## src/rtl/weight_mem_pkg.sv

```systemverilog
// Shared types and constants for the weight memory arbiter.
package weight_mem_pkg;

  // Sequencer states: zero-fill clear, idle/arbitrate, read, write.
  typedef enum logic [3:0] {
    ST_CLEAR_SETUP,
    ST_CLEAR_PULSE,
    ST_CLEAR_HOLD,
    ST_IDLE,
    ST_RD_WAIT,
    ST_RD_CAP,
    ST_WR_SETUP,
    ST_WR_PULSE,
    ST_WR_HOLD
  } state_t;

  // Port select encoding used by the arbiter and the sequencer.
  localparam logic P_SEL = 1'b0;
  localparam logic D_SEL = 1'b1;

  // Memory-side cycles per access (the ack edge returns to IDLE).
  localparam int WRITE_CYCLES = 3;
  localparam int READ_CYCLES  = 2;

endpackage

```

## src/rtl/mem_rr_starve_arb.sv

```systemverilog
// Grant decision between soft clear, predictor port P and debug port D.
// P normally wins; D is forced once P has been granted STARVE_LIMIT
// times in a row while D was waiting.
module mem_rr_starve_arb
  import weight_mem_pkg::*;
#(
  parameter int STARVE_LIMIT = 4
) (
  input  logic clk,
  input  logic rst_n,
  input  logic i_arb_en,
  input  logic i_clear_req,
  input  logic i_p_req,
  input  logic i_d_req,
  output logic o_clear_grant,
  output logic o_port_grant,
  output logic o_port_sel
);

  localparam int CW = $clog2(STARVE_LIMIT + 1);
  localparam logic [CW-1:0] LIMIT = CW'(STARVE_LIMIT);

  logic [CW-1:0] r_starve_cnt;

  // Priority: clear, starved D, P, D.
  always_comb begin
    o_clear_grant = i_arb_en & i_clear_req;
    o_port_grant  = i_arb_en & ~i_clear_req & (i_p_req | i_d_req);
    o_port_sel    = P_SEL;
    if (i_d_req && ((r_starve_cnt == LIMIT) || !i_p_req)) begin
      o_port_sel = D_SEL;
    end
  end

  // Count P grants taken while D waits; cleared by a D grant or idle D.
  always_ff @(posedge clk or negedge rst_n) begin
    if (!rst_n) begin
      r_starve_cnt <= '0;
    end else if (!i_d_req) begin
      r_starve_cnt <= '0;
    end else if (o_port_grant) begin
      if (o_port_sel == D_SEL) begin
        r_starve_cnt <= '0;
      end else if (r_starve_cnt != LIMIT) begin
        r_starve_cnt <= r_starve_cnt + 1'b1;
      end
    end
  end

endmodule

```

## src/rtl/weight_mem_arbiter.sv

```systemverilog
// Owner of the single-port latch weight memory. Shares it between the
// perceptron port P and the debug port D, sequences latch write timing
// (setup / pulse / hold) and zero-fills the memory after reset or on
// request.
//
// Handshake: a requester raises x_req with x_we/x_addr/x_wdata stable and
// keeps them until x_ack pulses for one cycle (with x_rdata for reads).
// If x_req is still high at the edge ending the ack cycle, that is a new
// request.
module weight_mem_arbiter
  import weight_mem_pkg::*;
#(
  parameter int STORAGE_B      = 96,
  parameter int MEM_ADDR_WIDTH = $clog2(STORAGE_B),
  parameter int DATA_WIDTH     = 8,
  parameter int STARVE_LIMIT   = 4,
  parameter int CLEAR_ON_RESET = 1
) (
  input  logic                      clk,
  input  logic                      rst_n,
  input  logic                      i_p_req,
  input  logic                      i_p_we,
  input  logic [MEM_ADDR_WIDTH-1:0] i_p_addr,
  input  logic [DATA_WIDTH-1:0]     i_p_wdata,
  output logic                      o_p_ack,
  output logic [DATA_WIDTH-1:0]     o_p_rdata,
  input  logic                      i_d_req,
  input  logic                      i_d_we,
  input  logic [MEM_ADDR_WIDTH-1:0] i_d_addr,
  input  logic [DATA_WIDTH-1:0]     i_d_wdata,
  output logic                      o_d_ack,
  output logic [DATA_WIDTH-1:0]     o_d_rdata,
  output logic                      o_addr_err,
  input  logic                      i_clear_req,
  output logic                      o_clear_done,
  output logic                      o_busy,
  output logic [MEM_ADDR_WIDTH-1:0] o_mem_addr,
  output logic                      o_mem_wr_en,
  output logic [DATA_WIDTH-1:0]     o_mem_wdata,
  input  logic [DATA_WIDTH-1:0]     i_mem_rdata,
  output state_t                    o_state
);

  localparam int AW1 = MEM_ADDR_WIDTH + 1;
  localparam logic [AW1-1:0] ADDR_END = AW1'(STORAGE_B);
  localparam logic [MEM_ADDR_WIDTH-1:0] LAST_ADDR = MEM_ADDR_WIDTH'(STORAGE_B - 1);

  state_t                    r_state;
  logic [MEM_ADDR_WIDTH-1:0] r_clr_addr;
  logic                      r_sel;
  logic                      r_err;
  logic                      r_p_ack;
  logic                      r_d_ack;
  logic [DATA_WIDTH-1:0]     r_p_rdata;
  logic [DATA_WIDTH-1:0]     r_d_rdata;
  logic                      r_addr_err;
  logic                      r_clear_done;
  logic                      r_busy;
  logic [MEM_ADDR_WIDTH-1:0] r_mem_addr;
  logic                      r_mem_wr_en;
  logic [DATA_WIDTH-1:0]     r_mem_wdata;

  logic                      w_clear_grant;
  logic                      w_port_grant;
  logic                      w_port_sel;
  logic                      w_req_we;
  logic [MEM_ADDR_WIDTH-1:0] w_req_addr;
  logic [DATA_WIDTH-1:0]     w_req_wdata;
  logic                      w_in_range;

  mem_rr_starve_arb #(
    .STARVE_LIMIT(STARVE_LIMIT)
  ) u_arb (
    .clk           (clk),
    .rst_n         (rst_n),
    .i_arb_en      (r_state == ST_IDLE),
    .i_clear_req   (i_clear_req),
    .i_p_req       (i_p_req),
    .i_d_req       (i_d_req),
    .o_clear_grant (w_clear_grant),
    .o_port_grant  (w_port_grant),
    .o_port_sel    (w_port_sel)
  );

  // Fields of the port the arbiter picked this cycle.
  always_comb begin
    w_req_we    = (w_port_sel == D_SEL) ? i_d_we    : i_p_we;
    w_req_addr  = (w_port_sel == D_SEL) ? i_d_addr  : i_p_addr;
    w_req_wdata = (w_port_sel == D_SEL) ? i_d_wdata : i_p_wdata;
    w_in_range  = ({1'b0, w_req_addr} < ADDR_END);
  end

  // Sequencer: clear sweep, arbitration, read and write timing.
  always_ff @(posedge clk or negedge rst_n) begin
    if (!rst_n) begin
      r_state      <= (CLEAR_ON_RESET != 0) ? ST_CLEAR_SETUP : ST_IDLE;
      r_busy       <= (CLEAR_ON_RESET != 0);
      r_clr_addr   <= '0;
      r_sel        <= P_SEL;
      r_err        <= 1'b0;
      r_p_ack      <= 1'b0;
      r_d_ack      <= 1'b0;
      r_p_rdata    <= '0;
      r_d_rdata    <= '0;
      r_addr_err   <= 1'b0;
      r_clear_done <= 1'b0;
      r_mem_addr   <= '0;
      r_mem_wr_en  <= 1'b0;
      r_mem_wdata  <= '0;
    end else begin
      r_p_ack      <= 1'b0;
      r_d_ack      <= 1'b0;
      r_addr_err   <= 1'b0;
      r_clear_done <= 1'b0;
      case (r_state)
        ST_IDLE: begin
          if (w_clear_grant) begin
            r_state     <= ST_CLEAR_SETUP;
            r_busy      <= 1'b1;
            r_clr_addr  <= '0;
            r_mem_addr  <= '0;
            r_mem_wdata <= '0;
          end else if (w_port_grant) begin
            r_busy <= 1'b1;
            r_sel  <= w_port_sel;
            r_err  <= ~w_in_range;
            // Out-of-range requests leave the memory bus untouched.
            if (w_in_range) begin
              r_mem_addr <= w_req_addr;
            end
            if (w_req_we) begin
              r_state <= ST_WR_SETUP;
              if (w_in_range) begin
                r_mem_wdata <= w_req_wdata;
              end
            end else begin
              r_state <= ST_RD_WAIT;
            end
          end
        end
        ST_RD_WAIT: r_state <= ST_RD_CAP;
        ST_RD_CAP: begin
          r_state    <= ST_IDLE;
          r_busy     <= 1'b0;
          r_addr_err <= r_err;
          if (r_sel == D_SEL) begin
            r_d_ack   <= 1'b1;
            r_d_rdata <= r_err ? '0 : i_mem_rdata;
          end else begin
            r_p_ack   <= 1'b1;
            r_p_rdata <= r_err ? '0 : i_mem_rdata;
          end
        end
        ST_WR_SETUP: begin
          r_state     <= ST_WR_PULSE;
          r_mem_wr_en <= ~r_err;
        end
        ST_WR_PULSE: begin
          r_state     <= ST_WR_HOLD;
          r_mem_wr_en <= 1'b0;
        end
        ST_WR_HOLD: begin
          r_state    <= ST_IDLE;
          r_busy     <= 1'b0;
          r_addr_err <= r_err;
          if (r_sel == D_SEL) begin
            r_d_ack <= 1'b1;
          end else begin
            r_p_ack <= 1'b1;
          end
        end
        ST_CLEAR_SETUP: begin
          r_state     <= ST_CLEAR_PULSE;
          r_mem_wr_en <= 1'b1;
        end
        ST_CLEAR_PULSE: begin
          r_state     <= ST_CLEAR_HOLD;
          r_mem_wr_en <= 1'b0;
        end
        ST_CLEAR_HOLD: begin
          if (r_clr_addr == LAST_ADDR) begin
            r_state      <= ST_IDLE;
            r_busy       <= 1'b0;
            r_clear_done <= 1'b1;
          end else begin
            r_state    <= ST_CLEAR_SETUP;
            r_clr_addr <= r_clr_addr + 1'b1;
            r_mem_addr <= r_clr_addr + 1'b1;
          end
        end
        default: begin
          r_state     <= ST_IDLE;
          r_busy      <= 1'b0;
          r_mem_wr_en <= 1'b0;
        end
      endcase
    end
  end

  assign o_p_ack      = r_p_ack;
  assign o_p_rdata    = r_p_rdata;
  assign o_d_ack      = r_d_ack;
  assign o_d_rdata    = r_d_rdata;
  assign o_addr_err   = r_addr_err;
  assign o_clear_done = r_clear_done;
  assign o_busy       = r_busy;
  assign o_mem_addr   = r_mem_addr;
  assign o_mem_wr_en  = r_mem_wr_en;
  assign o_mem_wdata  = r_mem_wdata;
  assign o_state      = r_state;

endmodule

```

## config.mk

```make
export PLATFORM = sky130hd
export DESIGN_NAME = weight_mem_arbiter
export DESIGN_NICKNAME = d
export VERILOG_FILES = /design/src/rtl/weight_mem_pkg.sv /design/src/rtl/mem_rr_starve_arb.sv /design/src/rtl/weight_mem_arbiter.sv
export SDC_FILE = /design/constraint.sdc
export NUM_CORES = 1
export LEC_CHECK = 0
export BUFFER_PORTS_ARGS = -buffer_cell sky130_fd_sc_hd__buf_4
export CORE_ASPECT_RATIO = 0.6
export CORE_MARGIN = 10
export CORE_UTILIZATION = 42
export DETAILED_ROUTE_END_ITERATION = 10
export PLACE_DENSITY = 0.68
export SYNTH_ARGS = -nofsm -noshare
export SYNTH_HDL_FRONTEND = slang
export SYNTH_SLANG_ARGS = --single-unit
```

## constraint.sdc

```tcl
create_clock -name clk -period 4.4 [get_ports clk]
set_clock_uncertainty 0.2 [all_clocks]
set_input_delay 0.66 -clock clk [delete_from_list [all_inputs] [get_ports clk]]
set_output_delay 0.66 -clock clk [all_outputs]
set_load 0.02 [all_outputs]
```

# Word level (Yosys, flattened, before mapping)
# Index checks and enable logic that the tools add are counted.
# word_totals
word_cells	102
register_bits	53
out_inout_bits	41
# classes
eq_ne	18
n_lt_le_gt_ge	1
addsub	2
muxes	37
bitwise_logic	10
n_reduce_logical	19
# op_table
op	count
8-bit two-way mux	6
7-bit two-way mux	6
4-bit case mux with 7 select lines	1
7-bit case mux with 2 select lines	2
4-bit by 3-bit equality test with 1-bit output, second input constant	4
1-bit two-way mux	12
3-bit two-way mux	4
5-bit OR reduction	2
3-bit != test, second input constant	3
3-bit AND reduction	3
4-bit by 2-bit equality test with 1-bit output, second input constant	2
4-bit two-way mux	2
4-bit AND reduction	2
2-bit nonzero test	4
7-bit by 1-bit adder with 7-bit output, second input constant	1
7-bit equality test, second input constant	1
7-bit less-than comparator, second input constant	1
2-bit != test, second input constant	3
1-bit inverter	6
1-bit case mux with 3 select lines	2
2-bit AND reduction	3
4-bit by 1-bit equality test with 1-bit output, second input constant	1
4-bit equality test, second input constant	1
4-bit zero test	1
other kinds (11)	14

# Logic depth before layout (Yosys ltp)
# Gate-level depths: netlist (run 1).
# logic_depth
ltp_word	10
ltp_mapped	8
depth_no_buf	7

# Hierarchy
# From an unflattened synthesis (run 1), not the netlist that was laid out.
# hier_totals
hier_cells	249
hier_area_um2	2761.4
# modules_own_cells
module	cells_each	instances	area_each_um2	seq_area_each_um2
weight_mem_arbiter	225	1	2546.2	1252.5
mem_rr_starve_arb	24	1	215.2	75.1

# Least setup slack after synthesis (run 1)
# OpenSTA, ideal clock, no wires.
# synth_path
path_kind	input-to-reg
from	input port i_p_req
to	register r_mem_addr[0], in the netlist o_mem_addr[0]
n_path_buf	0
setup_slack_ns	2.129
arrival_ns	1.947
setup_time_ns	0.125
t_required_ns	4.075
cell_stages	5
cell_sequence	a21bo_4 > nand2_8 > mux2_2 > o221ai_4 > mux2_2
# synth_between
elab_chain_len	9
word_cells_on_any_way	15
classes_between	1 x order compare; 2 x eq/ne; 6 x mux; 2 x bitwise; 4 x reduce/logical
# synth_lines
element	line_no	source
start: declaration	weight_mem_arbiter.sv:21	input logic i_p_req,
branches (longest 9 deep; another with 7-bit less-than comparator)	n/a	
end signal: assignment	weight_mem_arbiter.sv:129	r_mem_addr <= w_req_addr;
end signal: assignment	weight_mem_arbiter.sv:188	r_mem_addr <= r_clr_addr + 1'b1;
end: declaration	weight_mem_arbiter.sv:59	logic [MEM_ADDR_WIDTH-1:0] r_mem_addr;
# Several ways; the timed one is not identified. The select of a mux whose other input is x is not followed.
# A chain may end at the register's enable or synchronous reset.

# Final worst setup path (run 1)
# layout_path
from	register u_arb.r_starve_cnt[0]
to	register r_mem_addr[2], in the netlist o_mem_addr[2]
# layout_between
elab_chain_len	9
word_cells_on_any_way	12
classes_between	1 x order compare; 2 x eq/ne; 6 x mux; 3 x reduce/logical
# layout_lines
element	line_no	source
start: declaration	mem_rr_starve_arb.sv:23	logic [CW-1:0] r_starve_cnt;
start signal: assignment	mem_rr_starve_arb.sv:45	r_starve_cnt <= r_starve_cnt + 1'b1;
3-bit equality test *	mem_rr_starve_arb.sv:30	if (i_d_req && ((r_starve_cnt == LIMIT) || !i_p_req)) begin
1-bit logical OR *	mem_rr_starve_arb.sv:30	
1-bit logical AND *	mem_rr_starve_arb.sv:30	
1-bit two-way mux *	mem_rr_starve_arb.sv:30	
7-bit two-way mux *	weight_mem_arbiter.sv:88	w_req_addr = (w_port_sel == D_SEL) ? i_d_addr : i_p_addr;
branches (longest 4 deep; another with 7-bit less-than comparator)	n/a	
# Mark *: on every way between the ends. The select of a mux whose other input is x is not followed.

==> metrics.yaml, run 1 <==
status: "completed"
max_stage_delay_ns: 0.39
synth_sequential_area_ratio: 0.491
htree_levels: 2
crit_arrival_ns: 2.48
crit_fanout: 18
die_h_microns: 82.1
die-area_sq_mm: 0.0101
numCtsBuffers: 5
port_buffers: 85
start_util: 0.438
synthFlopType: "dfrtp_1"
crit_chain: "inv_1 -> ha_1 -> a21bo_4 -> nand2_8 -> mux2_2 -> o221ai_4 -> mux2_2"
cpMostUsedCell: "mux2_2"
postCtsSetupBuffers: 0
end_kind: "register"
drtPass1Iterations: 4
clk_pin_slew_ns: 0.09
drv_cap: 0
max_freq_ghz: 0.403
ir_drop_v: 0.000263
grtUsageMet1: 0.195
setup_tns_ns: 0
cts_hold_buf: 0
gr-usage-met2: 0.194
dpl.hpwl_microns: 5270
grt_pass1_wl_microns: 11100
antenna_found_initial: 0
grt_max_degree: 54
yosysUniqueCellTypes: 43
vias: 2108
cp-start-kind: "register"
setup_viol: 0
grt_pass1_vias: 2137
drtAntennaViolNets: 0
r2r-start: "u_arb.r_starve_cnt[0]"
finalCritPeriodShare: 0.564
rows: 22
final_common_cell: "buf_4"
post_drt_wl_per_cell_microns: 17.0
drive_above_1_share: 0.394
cts_tree: "done"
power_density_mw_per_mm2: 610
post_cts_resized: 0
synth_top_area_share: 0.482
reg2reg_slack_ns: 1.92
grt_usage: 0.138
postSynthCellCount: 243
synth_edf_count: 0
hold_path_class: "in2async"
dr.first_iter.drc_count: 101
drt-total-wl_microns: 6970
viasPerCell: 5.15
cts.sinks: 53
rsz0062_at_grt: "no"
insertedDiodeCount: 0
synthTopCellsByArea: "dfrtp_1, mux2_2, mux2i_1"
place_congestion: 0.771
yosysTopAreaCell: "dfrtp_1"
drc_errors: 0
syn_area_per_cell_sq_um: 11.1
coreArea_sq_mm: 0.00617
final_hold_viol_count: 0
fill_cells: 557
worst_pin_slew_ns: 0.746
final_cell_mix: "buf_4, dfrtp_1, mux2_2"
power.leakage_nw: 1.70
yosysWarningCount: 0
met3_usage: 0.0501
cp_slowest_cell: "dfrtp_1"
grt-ovfl-total: 0
syn_nets: 291
clock_path_buffers: 2
startpoint: "u_arb.r_starve_cnt[0]"
busiest_layer: "met1"
synthArstFlopShare: 1.00
synthToLayoutAreaGrowth_pct: 30.0
synth_area_sq_mm: 0.00270
final-max-slew-violation-count: 0
ios: 86
required_ns: 4.39
cts_root_buf: "clkbuf_8"
die_x_microns: 124
synth_seq_cells: 53
utilization: 0.570
period_needed_ns: 2.48
worstSetupPathType: "reg2reg"
nets: 372
max_slew_margin: 0.503
clock_latency_ns: 0.30
## area by class of cell
| type | count | area (sq um) | share of cell area |
|---|---|---|---|
| Sequential cell | 53 | 1330 | 0.378 |
| Multi-Input combinational cell | 172 | 1290 | 0.369 |
| Timing Repair Buffer | 85 | 638 | 0.182 |
| Tap cell | 84 | 105 | 0.0299 |
| Clock buffer | 6 | 82.6 | 0.0235 |
| Clock inverter | 2 | 37.5 | 0.0107 |
| Inverter | 7 | 26.3 | 0.00748 |
## flip-flops by register name (all words and copies together), names as in the netlist
name,cells
u_arb.r_starve_cnt,3
o_busy,1
o_p_ack,1
o_p_rdata,8
o_mem_wdata,8
o_mem_wr_en,1
o_state,4
o_d_ack,1
o_d_rdata,8
r_clr_addr,7
o_clear_done,1
o_mem_addr,7
r_err,1
r_sel,1
o_addr_err,1
## stage by stage
step / cell area [sq um] / cells / worst slack, ns / hold WS (ns) / power [mW]
2_1_floorplan: 2700 / 243 / 2.13 / 0.164 / 1.42
3_3_place_gp: 3390 / 401 / 1.82 / 0.282 / 1.80
3_5_place_dp: 3390 / 401 / 1.76 / 0.296 / 1.82
4_1_cts: 3510 / 409 / 1.91 / 0.211 / 2.17
5_1_grt: 3510 / 409 / 1.84 / 0.230 / 2.30
6_report: 3510 / 409 / 1.92 / 0.192 / 2.14
## metal layers
metal / wire [microns] / up-vias
met2: 2940 / 56
met3: 548 / 4
met4: 65 / 0
li1: - / 1044
met1: 3410 / 1004
met5: 0 / -
## logic make-up (layout without fill, tap and decap cells)
family | count (synthesis) | count (layout) | share of synthesized area
XOR/XNOR | 5 | 5 | 0.0162
AND/OR/NAND/NOR | 75 | 75 | 0.163
buffers and inverters | 18 | 100 | 0.0292
multiplexers | 40 | 40 | 0.160
adder cells (fa/ha/maj) | 3 | 3 | 0.0139
flip-flops | 53 | 53 | 0.491
AO/OA/AOI/OAI | 49 | 49 | 0.126
## worst max-delay path, delay by kind of cell, from the launching register on
family,cells,cell delay (ns)
mux,2,0.77
compound gates,2,0.56
flops,1,0.39
fa+ha+maj,1,0.22
simple gates,1,0.18
buf+inv,1,0.06
## cells in the mapped netlist, drive strengths merged (2+ instances only)
library cell,number
clkbuf,6
nor3,6
buf,5
nor2,4
o31ai,4
nor3b,2
o221ai,2
nand2b,5
dfrtp,52
mux2,25
a221oi,2
a21boi,2
nor2b,15
o21ai,21
and3,2
and2,4
xor2,4
a21oi,5
o22ai,7
ha,3
inv,7
nand3,11
nand4,3
mux2i,15
or3,4
nand2,17
## power by group
part           internal (mW)  switching (mW)  leakage (nW)  total [mW]
combinational          0.450           0.526         0.960       0.976
clock                  0.185           0.157        0.0574       0.342
sequential             0.662           0.162         0.681       0.824
total                   1.30           0.845          1.70        2.14
## final timing paths
check                                   endpoint  depth (start not counted)
max in group asynchronous           o_p_rdata[0]                          1
setup reg to reg                   o_mem_addr[2]                          7
hold / removal             u_arb.r_starve_cnt[1]                          1
min in group clk                    o_p_rdata[7]                          1
setup / recovery                   o_mem_addr[2]                          7
hold reg to reg                     o_p_rdata[7]                          1
No activity file was read; power rests on OpenSTA's default activity.
==> run 2: changes to the inputs <==
Clock period 4.4 ns to 2.5 ns, I/O delays scaled along.
==> run 2 against run 1 <==
  * Die area unchanged
  * Maximum frequency rose by 5.2%
  * Non-clock buffer count grew 10
  * Final cell count up 2.4%
  * Largest cell class unchanged
  * First-iteration DRC count up 24%
  * Routed wire length grew 4.6%
==> metrics.yaml, run 2 (synthesized netlist as in run 1, its figures left out) <==
die_x_microns: 124
combPwrFrac: 0.497
die-area_sq_mm: 0.0101
htree_levels: 2
start_util: 0.438
crit_fanout: 7
finalCritPeriodShare: 0.944
utilization: 0.578
drive_above_1_share: 0.406
dpl.hpwl_microns: 5620
drtAntennaViolNets: 0
grt_pass1_vias: 2244
grt-ovfl-total: 0
period_needed_ns: 2.36
max_freq_ghz: 0.424
clock_path_buffers: 2
final_common_cell: "buf_4"
crit_arrival_ns: 2.35
power.leakage_nw: 1.73
swShare: 0.402
fill_cells: 550
max_slew_margin: 0.535
end_kind: "register"
post_cts_resized: 0
power_density_mw_per_mm2: 1050
final-max-slew-violation-count: 0
synthToLayoutAreaGrowth_pct: 31.9
p_seq_frac: 0.369
required_ns: 2.49
hold_path_class: "in2reg"
drv_cap: 0
die_h_microns: 82.1
rsz0062_at_grt: "no"
nets: 382
drtPass1Iterations: 4
drc_errors: 0
final_cell_mix: "buf_4, dfrtp_1, mux2_2"
p_int_mw: 2.24
post_drt_wl_per_cell_microns: 17.4
worst_pin_slew_ns: 0.698
port_buffers: 85
place_congestion: 0.800
cts_hold_buf: 1
ir_drop_v: 0.000411
vias: 2214
cts_tree: "done"
cp-start-kind: "register"
drt-total-wl_microns: 7290
p_clk_frac: 0.134
coreArea_sq_mm: 0.00617
setup_viol: 0
setup_tns_ns: 0
numCtsBuffers: 5
final_hold_viol_count: 0
clock_latency_ns: 0.30
clk_pin_slew_ns: 0.09
antenna_found_initial: 0
worstSetupPathType: "reg2reg"
dr.first_iter.drc_count: 125
cts.sinks: 53
insertedDiodeCount: 0
ios: 86
postCtsSetupBuffers: 0
viasPerCell: 5.28
grt_max_degree: 54
grt_usage: 0.143
cts_root_buf: "clkbuf_8"
grt_pass1_wl_microns: 11400
status: "completed"
rows: 22
p_sw_mw: 1.51
-- run 2: cell types whose count changed in the layout (fill, tap and decap cells not counted), sizes merged --
cell         before  now
bufinv            1    0
clkbuf            6    7
buf              85   94
dlygate4sd3       0    1
-- run 2: path summary, 6_finish.rpt --
check,from,to,slack [ns],depth (start not counted)
max in group asynchronous,rst_n,r_clr_addr[1],1.19,2
setup / recovery,u_arb.r_starve_cnt[0],o_mem_addr[2],0.14,7
min in group asynchronous,rst_n,o_clear_done,0.44,2
setup reg to reg,u_arb.r_starve_cnt[0],o_mem_addr[2],0.14,7
hold reg to reg,o_mem_wdata[0],o_mem_wdata[0],0.31,2
hold / removal,i_p_wdata[2],o_mem_wdata[2],0.15,3
-- run 2: through the flow --
stage | worst slack [ns] | hold slack, ns | instance area [sq um] | std cells | power [mW]
after floorplan | 0.282 | -0.121 | 2700 | 243 | 2.50
after global placement | 0.230 | 0.261 | 3460 | 410 | 3.24
after detailed placement | 0.151 | 0.259 | 3460 | 410 | 3.29
after CTS | 0.143 | 0.147 | 3560 | 419 | 3.80
after global routing | 0.0531 | 0.149 | 3560 | 419 | 4.01
final | 0.141 | 0.153 | 3560 | 419 | 3.75
-- run 2: cell type report --
type,count,area (sq um),area share
Sequential cell,53,1330,0.373
Multi-Input combinational cell,172,1290,0.363
Timing Repair Buffer,95,716,0.201
Tap cell,84,105,0.0295
Clock buffer,7,86.3,0.0242
Inverter,7,26.3,0.00737
Clock inverter,1,7.51,0.00211
-- run 2: power by group through the flow --
| stage | Combinational, mW | Clock (mW) | Sequential [mW] |
|---|---|---|---|
| floorplan | 0.823 | 0 | 1.68 |
| global placement | 1.85 | 0 | 1.39 |
| detailed placement | 1.89 | 0 | 1.40 |
| CTS | 1.89 | 0.518 | 1.39 |
| global route | 2.03 | 0.549 | 1.43 |
| finish | 1.86 | 0.502 | 1.38 |
-- run 2: routing by layer --
layer,share of wire,global-route usage
met5,0,0
met2,0.42,0.201
met3,0.083,0.0535
met1,0.48,0.196
met4,0.017,0.0509
-- run 2: critical path: stages (launching register included) --
cell and delay (ns):
dfrtp_1 0.40, inv_1 0.06, ha_1 0.22, a21bo_4 0.25
nand2_8 0.07, mux2_2 0.36, o221ai_4 0.30, mux2_2 0.39
==> run 3: changes to the inputs <==
Settings changed: CORE_UTILIZATION 42 to 50, PLACE_DENSITY 0.68 to 0.79.
==> run 3 against run 2 <==
  * Critical path depth did not move
  * Hold slack improved by 0.0046 ns
  * Count of clock-buffer cells in the layout fell by 1
==> metrics.yaml, run 3 (synthesized netlist as in run 1, its figures left out) <==
grt-ovfl-total: 0
insertedDiodeCount: 0
postCtsSetupBuffers: 0
clock_path_buffers: 2
htree_levels: 2
cp-start-kind: "register"
die-area_sq_mm: 0.00884
finalCritPeriodShare: 0.939
port_buffers: 85
cts_root_buf: "clkbuf_8"
drive_above_1_share: 0.407
status: "completed"
cpMostUsedCell: "mux2_2"
dr.first_iter.drc_count: 100
period_needed_ns: 2.35
end_kind: "register"
grt_usage: 0.157
nets: 381
p_total_mw: 3.74
dpl.hpwl_microns: 5520
postLayoutSetupSlackWorst_ns: 0.153
setup_viol: 0
clock_latency_ns: 0.30
utilization: 0.686
crit_chain: "inv_1 -> ha_1 -> a21bo_4 -> nand2_8 -> mux2_2 -> o221ai_4 -> mux2_2"
numCtsBuffers: 5
die_h_microns: 76.9
ios: 86
power.leakage_nw: 1.74
coreArea_sq_mm: 0.00515
crit_fanout: 7
synthToLayoutAreaGrowth_pct: 30.9
rows: 20
rsz0062_at_grt: "no"
required_ns: 2.49
grt_pass1_wl_microns: 11500
die_x_microns: 115
fill_cells: 405
grt_max_degree: 54
drtAntennaViolNets: 0
stdcell_area_sq_mm: 0.00354
worst_pin_slew_ns: 0.718
grt_pass1_vias: 2317
preCtsSetupSlack_ns: 0.161
cts_hold_buf: 1
max_freq_ghz: 0.426
power_density_mw_per_mm2: 1060
dpl-instance-area_sq_mm: 0.00343
crit_arrival_ns: 2.33
clk_pin_slew_ns: 0.10
regArea_sq_mm: 0.00133
hold_path_class: "in2reg"
place_congestion: 0.842
post_drt_wl_per_cell_microns: 17.5
ir_drop_v: 0.000499
viasPerCell: 5.53
setup_tns_ns: 0
cp_slowest_cell: "dfrtp_1"
drv_cap: 0
start_util: 0.524
final_common_cell: "buf_4"
max_slew_margin: 0.521
vias: 2211
multi_input_area_sq_mm: 0.00129
post_cts_resized: 0
drc_errors: 0
cts_tree: "done"
final_hold_viol_count: 0
antenna_found_initial: 0
drt-total-wl_microns: 7000
final_cell_mix: "buf_4, dfrtp_1, mux2_2"
final-max-slew-violation-count: 0
cts.sinks: 53
drtPass1Iterations: 4
worstSetupPathType: "reg2reg"
max_stage_delay_ns: 0.40
## run 3: layout make-up
type                            count  share of cell area
Clock buffer                        6              0.0234
Timing Repair Buffer               94               0.200
Inverter                            7             0.00743
Sequential cell                    53               0.375
Tap cell                           66              0.0234
Clock inverter                      2             0.00389
Multi-Input combinational cell    172               0.366
## run 3: path summary, 6_finish.rpt
| path | start | to | slack [ns] | cells after the start |
|---|---|---|---|---|
| worst max register to register | u_arb.r_starve_cnt[0] | o_mem_addr[5] | 0.15 | 7 |
| worst min register to register | o_mem_wdata[3] | o_mem_wdata[3] | 0.31 | 2 |
| worst min-delay path | i_d_wdata[4] | o_mem_wdata[4] | 0.16 | 3 |
| worst max-delay path | u_arb.r_starve_cnt[0] | o_mem_addr[5] | 0.15 | 7 |
| max in group asynchronous | rst_n | o_mem_addr[2] | 1.21 | 2 |
| min in group asynchronous | rst_n | u_arb.r_starve_cnt[0] | 0.43 | 2 |
## run 3: layer usage
layer	global-route usage	part of all wire	vias to the layer above
li1	-	-	1048
met3	0.0606	0.10	4
met4	0.0296	0.0063	0
met1	0.217	0.44	1072
met2	0.226	0.44	87
met5	0	0	-
## run 3: metrics by stage
step	hold WS, ns	std cells
floorplan	-0.121	243
global placement	0.257	391
detailed placement	0.261	391
CTS	0.161	400
global route	0.173	400
finish	0.158	400
## run 3: critical path: cells and delay by family, from the launching register on
kind / cells / cell delay (ns)
DFF: 1 / 0.40
buffers and inverters: 1 / 0.06
muxes: 2 / 0.75
AOI/OAI and AO/OA: 2 / 0.54
and+or+nand+nor: 1 / 0.07
adders and majority gates: 1 / 0.22
## run 3: power breakdown
part / internal [mW] / switching [mW]
Combinational: 0.839 / 0.995
Sequential: 1.17 / 0.236
Clock: 0.225 / 0.279
